<file path="src/rtl/bcd2bin_seq.sv">
// bcd2bin_seq: sequential packed-BCD to unsigned-binary converter.
// One digit is folded in per cycle, most significant digit first, using
// acc = acc*10 + digit. The result saturates at 2^W-1 and flags ovf.
// Handshake: valid/ready on both the input and the output side.
// Optional feature macro: BCD2BIN_DIGCHK_EN. When it is defined, err flags
// any digit > 9. Such a digit is still accumulated at its binary weight.
`timescale 1ns/1ps

module bcd2bin_seq #(
  parameter int DIGITS = 5,
  parameter int W      = 16
) (
  input  logic                clk,
  input  logic                rst,
  input  logic                in_valid,
  output logic                in_ready,
  input  logic [4*DIGITS-1:0] bcd,
  output logic                out_valid,
  input  logic                out_ready,
  output logic [W-1:0]        bin,
  output logic                ovf,
  output logic                err
);

  localparam int               IDX_W   = (DIGITS > 1) ? $clog2(DIGITS) : 1;
  localparam logic [IDX_W-1:0] IDX_TOP = IDX_W'(DIGITS - 1);
  localparam logic [W+3:0]     SAT     = {4'b0000, {W{1'b1}}};

  typedef enum logic [1:0] {IDLE, CONV, DONE} state_e;

  state_e              state_q, state_d;
  logic [4*DIGITS-1:0] bcd_q, bcd_d;
  logic [W-1:0]        acc_q, acc_d;
  logic [IDX_W-1:0]    idx_q, idx_d;
  logic                ovf_q, ovf_d;
  logic [3:0]          digit;
  logic [W+3:0]        acc_ext;
  logic [W+3:0]        step;
`ifdef BCD2BIN_DIGCHK_EN
  logic                err_q, err_d;
`endif

  // Select the digit at the current index and form acc*10 + digit.
  // The datapath is 4 bits wider than acc, so the worst case cannot wrap.
  always_comb begin
    // NOTE: every signal written here gets a default first, so no path leaves it unassigned (no latch).
    digit = 4'd0;
    for (int i = 0; i < DIGITS; i++) begin
      if (idx_q == IDX_W'(i)) digit = bcd_q[4*i +: 4];
    end
    acc_ext = {4'b0000, acc_q};
    step    = (acc_ext << 3) + (acc_ext << 1) + {{W{1'b0}}, digit};
  end

  // Next-state and datapath update for the IDLE/CONV/DONE controller.
  always_comb begin
    state_d = state_q;
    bcd_d   = bcd_q;
    acc_d   = acc_q;
    idx_d   = idx_q;
    ovf_d   = ovf_q;
`ifdef BCD2BIN_DIGCHK_EN
    err_d   = err_q;
`endif
    unique case (state_q)
      IDLE: begin
        if (in_valid) begin
          bcd_d   = bcd;
          acc_d   = '0;
          ovf_d   = 1'b0;
`ifdef BCD2BIN_DIGCHK_EN
          err_d   = 1'b0;
`endif
          idx_d   = IDX_TOP;
          state_d = CONV;
        end
      end
      CONV: begin
        // Once saturated, hold 2^W-1 for every remaining digit.
        if (ovf_q || (step > SAT)) begin
          acc_d = '1;
          ovf_d = 1'b1;
        end else begin
          acc_d = step[W-1:0];
        end
`ifdef BCD2BIN_DIGCHK_EN
        if (digit > 4'd9) err_d = 1'b1;
`endif
        if (idx_q == '0) begin
          idx_d   = IDX_TOP;
          state_d = DONE;
        end else begin
          idx_d = idx_q - IDX_W'(1);
        end
      end
      DONE: begin
        if (out_ready) state_d = IDLE;
      end
      default: state_d = IDLE;
    endcase
  end

  // State register. Reset is asynchronous and drops any conversion in flight.
  always_ff @(posedge clk or posedge rst) begin
    if (rst) begin
      state_q <= IDLE;
      bcd_q   <= '0;
      acc_q   <= '0;
      idx_q   <= IDX_TOP;
      ovf_q   <= 1'b0;
`ifdef BCD2BIN_DIGCHK_EN
      err_q   <= 1'b0;
`endif
    end else begin
      // NOTE: sequential state uses non-blocking assignments so every flop samples pre-edge values.
      state_q <= state_d;
      bcd_q   <= bcd_d;
      acc_q   <= acc_d;
      idx_q   <= idx_d;
      ovf_q   <= ovf_d;
`ifdef BCD2BIN_DIGCHK_EN
      err_q   <= err_d;
`endif
    end
  end

  assign in_ready  = (state_q == IDLE);
  assign out_valid = (state_q == DONE);
  assign bin       = acc_q;
  assign ovf       = ovf_q;
`ifdef BCD2BIN_DIGCHK_EN
  assign err       = err_q;
`else
  assign err       = 1'b0;
`endif

endmodule

</file>
<file path="config.mk">
export PLATFORM = sky130hd
export DESIGN_NAME = bcd2bin_seq
export DESIGN_NICKNAME = d
export VERILOG_FILES = /design/src/rtl/bcd2bin_seq.sv
export SDC_FILE = /design/constraint.sdc
export NUM_CORES = 1
export LEC_CHECK = 0
export BUFFER_PORTS_ARGS = -buffer_cell sky130_fd_sc_hd__buf_2
export CAP_MARGIN = 40
export CORE_ASPECT_RATIO = 1.1
export CORE_MARGIN = 8
export CORE_UTILIZATION = 38
export CTS_CLUSTER_SIZE = 25
export DETAILED_ROUTE_END_ITERATION = 16
export PLACE_DENSITY = 0.62
export SLEW_MARGIN = 20
export SYNTH_ARGS = -nofsm -noshare
export SYNTH_HDL_FRONTEND = slang
export SYNTH_SLANG_ARGS = --single-unit
</file>
<file path="constraint.sdc">
create_clock -name clk -period 9 [get_ports clk]
set_clock_uncertainty 0.1 [all_clocks]
set_input_delay 0.9 -clock clk [delete_from_list [all_inputs] [get_ports clk]]
set_output_delay 0.9 -clock clk [all_outputs]
set_load 0.01 [all_outputs]
</file>
# --- Yosys cells after proc, flatten, opt, wreduce, memory -nomap -nowiden ---
# Cells that the tools add are included.
totals:
  regBits: 42
  out_inout_bits: 20
  wordCells: 45
  inputBits: 24
classes:
  add_sub_neg: 3
  muxes: 18
  eq_ne: 10
  magnitude_cmp: 1
  n_reduce_logical: 8
op_table:
  columns: ["op", "count"]
  rows:
  - ["16-bit 2-to-1 mux", 2]
  - ["16-bit case mux with 2 select lines", 1]
  - ["19-bit by 17-bit adder with 20-bit output", 1]
  - ["20-bit by 4-bit adder with 20-bit output", 1]
  - ["20-bit by 16-bit greater-than comparator with 1-bit output (second input constant)", 1]
  - ["4-bit 2-to-1 mux", 5]
  - ["3-bit by 2-bit == test with 1-bit output (second input constant)", 2]
  - ["2-bit 2-to-1 mux", 3]
  - ["3-bit 2-to-1 mux", 2]
  - ["2-bit != test (second input constant)", 3]
  - ["2-bit case mux with 3 select lines", 1]
  - ["3-bit case mux with 2 select lines", 1]
  - ["3-bit AND reduction", 2]
  - ["2-bit AND reduction", 2]
  - ["3-bit by 1-bit == test with 1-bit output (second input constant)", 1]
  - ["3-bit == test (second input constant)", 1]
  - ["3-bit zero test", 1]
  - ["3-bit by 1-bit subtractor with 3-bit output (second input constant)", 1]
  - ["2-bit by 1-bit == test with 1-bit output (second input constant)", 1]
  - ["2-bit == test (second input constant)", 1]
  - ["2-bit zero test", 1]
  - ["1-bit 2-to-1 mux", 2]
  - ["2-bit by 1-bit != test with 1-bit output (second input constant)", 1]
  - ["1-bit case mux with 2 select lines", 1]
  - ["other kinds (2)", 2]

# --- Logic depth before layout (Yosys ltp) ---
depth:
  ltp_word: 11
  mapped_depth: 15
  ltp_nobuf: 13

# --- Worst setup path after synthesis ---
# Ideal clock, no wire load.
synth_path:
  kind: "register to register"
  start: "reg idx_q[1]"
  end: "reg acc_q[15], in the netlist bin[15]"
  path_buffers: 2
  arrival_ns: 4.047
  path_stages_with_launch: 15
  setup_slack_ns: 4.728
  period_less_slack_ns: 4.272
  t_required_ns: 8.774
  setup_ns: 0.126
  path_cell_list: "dfrtp_1 clkbuf_1 mux4_2 inv_1 o21ai_0 fa_1 fa_1 a211oi_2 o21ai_1 o31a_1 o41ai_2 o22ai_1 o31a_1 buf_2 a221o_1"
synth_via:
  elab_chain_cells: 11
  elab_cells_between_ends: 15
  cone_classes: "add/sub (1); order compare (1); eq/ne (4); mux (7); reduce/logical (2)"
synth_rtl:
  columns: ["element", "line", "rtl"]
  rows:
  - ["start, declared", "34", "logic [IDX_W-1:0] idx_q, idx_d;"]
  - ["start signal, assigned", "119", "idx_q <= idx_d;"]
  - ["3-bit zero test", "49", "if (idx_q == IDX_W'(i)) digit = bcd_q[4*i +: 4];"]
  - ["4-bit 2-to-1 mux (4 in a row)", "49", null]
  - ["4-bit 2-to-1 mux *", "49", null]
  - ["20-bit by 4-bit adder with 20-bit output *", "52", "step = (acc_ext << 3) + (acc_ext << 1) + {{W{1'b0}}, digit};"]
  - ["20-bit by 16-bit greater-than comparator with 1-bit output", "80", "if (ovf_q || (step > SAT)) begin"]
  - ["1-bit logical OR", "80", null]
  - ["16-bit 2-to-1 mux *", "80", null]
  - ["16-bit case mux with 2 select lines *", "65", "unique case (state_q)"]
  - ["end signal, assigned", "108", "acc_q <= '0;"]
  - ["end signal, assigned", "118", "acc_q <= acc_d;"]
  - ["end, declared", "33", "logic [W-1:0] acc_q, acc_d;"]
# Every way passes the cells marked *; elsewhere a longest branch is shown, timed or not.
# A chain may end at the register's enable or synchronous reset.

# --- Final worst setup path ---
layout_path:
  start: "reg idx_q[1]"
  end: "reg acc_q[12], in the netlist bin[12]"
# The elaborated chain is that of the path after synthesis.

==> results.py <==
metrics = {
    "status": {
        "status": "completed",
    },
    "clock_tree": {
        "path_clk_slew_ps": 80,
        "cts_inserted_buffers": 5,
        "htreeDepth": 2,
        "cts-resized-gates": 0,
        "ctsHoldBuffers": 0,
        "clock_latency_ps": 290,
        "post_cts_buffers": 0,
        "ctsLongestPathBuffers": 2,
        "cts_tree": "yes",
        "cts.sinks": 42,
        "clock-root-buffer": "clkbuf_8",
    },
    "cells_and_area": {
        "fillers": 742,
        "area_delta_synth_final_pct": 15.2,
        "nets": 398,
        "final_common_cell": "nand2_1",
        "diodes": 0,
        "final_cell_mix": "66 x nand2_1, 42 x buf_2, 41 x dfrtp_1",
        "layout-drive-gt1-share_pct": 18.1,
    },
    "sta": {
        "finalSetupViolCount": 0,
        "fin_crit_sh_pct": 49.4,
        "hold_viol_final": 0,
        "drv_slew": 0,
        "setup_tns_ps": 0,
        "rsz0062_at_grt": "no",
        "relSlewSlack_pct": 61.9,
        "clock.fmax_ghz": 0.225,
        "worst_pin_slew_ps": 565,
        "period_needed_ps": 4440,
    },
    "yosys": {
        "netlist.area_leader.share_pct": 36.5,
        "yosys_warnings": 0,
        "yosys_register_bits": 42,
        "syn_avg_cell_area_um2": 9.34,
        "yosysSeqAreaShare_pct": 37.4,
        "synthesis.nets": 358,
        "synth_edf_count": 0,
        "synth_cell_types": 48,
        "ys.flop_type": "dfrtp_1",
        "ys_top_cells_by_area": "dfrtp_1 36%, ha_1 14%, nand2_1 8.8%, a221o_1 4.6%, a21oi_1 3.4%",
        "synthCells": 301,
        "synth_area_um2": 2810,
        "yosys.area.top_type": "dfrtp_1",
        "async_flop_share_pct": 100,
    },
    "place": {
        "place_congestion": 0.898,
        "io_buffers": 42,
        "post-dp-hpwl_um": 5260,
    },
    "critical_path": {
        "critPathLaunchType": "register",
        "reg2reg_depth": 12,
        "cpPeakStageDelay_ps": 570,
        "crit_slowest_cell": "dfrtp_1",
        "end_kind": "register",
        "crit_path_max_fanout": 13,
        "worstSetupPathType": "reg2reg",
        "required_ps": 9070,
        "crit_chain": "mux4_2 -> inv_1 -> o21ai_0 -> fa_1 -> fa_1 -> a211oi_2 -> o21ai_1 -> o31a_1 -> o41ai_2 -> o22ai_1 -> o31a_1 -> a221o_1",
        "arrival_ps": 4510,
    },
    "detailed_routing": {
        "drt_iter0_drc": 89,
        "final_antenna_net_count": 0,
        "dr.pass1.iters": 4,
        "vias_per_cell": 5.52,
        "drc": 0,
        "wl_per_cell_um": 15.7,
        "wirelength_um": 6750,
        "via_count": 2370,
    },
    "die": {
        "ios": 44,
        "initial_core_util_pct": 38.5,
        "core_um2": 7310,
        "rows": 33,
        "die_x_um": 98.0,
        "die_area_um2": 10400,
        "die_h_um": 106,
    },
    "job": {
        "drv_cap": 0,
    },
    "global_route": {
        "grt_usage_pct": 13.6,
        "grt_pass1_vias": 2541,
        "grt_antenna_before_repair": 0,
        "grt_pass1_wl_um": 11800,
        "grt_max_degree": 43,
        "grt-ovfl-total": 0,
    },
    "worst_hold_path": {
        "holdCritPathClass": "reg2reg",
        "hold_path_depth": 2,
    },
}
[sequential cells by signal, summed over array words and instances, names as in the netlist]
name     count
bin         16
state_q      2
idx_q        3
ovf          1
bcd_q       20
[metal layers]
metal	track usage (%)	vias to the layer above	part of all wire [%]
li1	-	1170	-
met1	15.2	1134	43
met2	25.1	56	51
met3	2.81	10	4.5
met4	4.79	0	1.6
met5	0	-	0
[critical path, delay by kind of cell, from the launching register on]
family	cells	cell delay, ps
AOI/OAI and AO/OA	8	2040
adders and majority gates	2	1000
DFF	1	570
muxes	1	540
buffers and inverters	1	60
[Yosys cell counts, types with 5 or more instances]
cell and count:
xnor2_1 7, o21ai_0 16, clkbuf_1 12, nor2_1 10, nand2b_1 6, a21o_1 7
nand2_1 66, a221o_1 13, a31oi_1 5, nand3_1 5, inv_1 6, ha_1 31
dfrtp_1 41, a21oi_1 19, and3_1 5
[cells by family (layout without fill, tap and decap cells)]
logic type      after synthesis  in the layout  synth area share, %
mux                           6              6                 3.51
compound gates               86             86                 21.8
buf+inv                      20             61                 2.85
simple gates                102            102                 15.7
fa+ha+maj                    33             33                 15.2
xor+xnor                     11             11                 3.43
other cells                   1              1                0.133
flops                        42             42                 37.4
[area by class of cell]
| class | count | area (µm²) | area share [%] |
|---|---|---|---|
| sequential | 42 | 1050 | 32.5 |
| clock inverter | 1 | 30.0 | 0.927 |
| inverter | 6 | 22.5 | 0.695 |
| multi-input combinational | 239 | 1680 | 51.9 |
| tap | 87 | 109 | 3.36 |
| clock buffer | 7 | 86.3 | 2.67 |
| timing repair buffer | 47 | 259 | 8.00 |
[metrics by stage]
| stage | instance area [µm²] | util (%) | std cells | hold slack [ps] | setup slack (ps) |
|---|---|---|---|---|---|
| floorplan | 2810 | - | 301 | 340 | 4730 |
| global placement | 3090 | 42.3 | 418 | 360 | 4660 |
| detailed placement | 3120 | 42.7 | 421 | 364 | 4580 |
| CTS | 3240 | 44.3 | 429 | 384 | 4560 |
| global route | 3240 | 44.3 | 429 | 410 | 4280 |
| finish | 3240 | 44.3 | 429 | 378 | 4560 |
[worst paths after layout]
check                                      start                     end  slack [ps]
min in group asynchronous                    rst  state_q[0]$_DFFE_PP0P_         630
max in group asynchronous                    rst    idx_q[2]$_DFFE_PP1P_        7790
setup reg to reg            idx_q[1]$_DFFE_PP0P_     bin[12]$_DFFE_PP0P_        4560
hold / removal             bcd_q[11]$_DFFE_PP0P_   bcd_q[11]$_DFFE_PP0P_         380
hold reg to reg            bcd_q[11]$_DFFE_PP0P_   bcd_q[11]$_DFFE_PP0P_         380
setup / recovery            idx_q[1]$_DFFE_PP0P_     bin[12]$_DFFE_PP0P_        4560
Power is not shown: default switching activity piles up to over one toggle a cycle in this logic, so the estimate is an artifact.
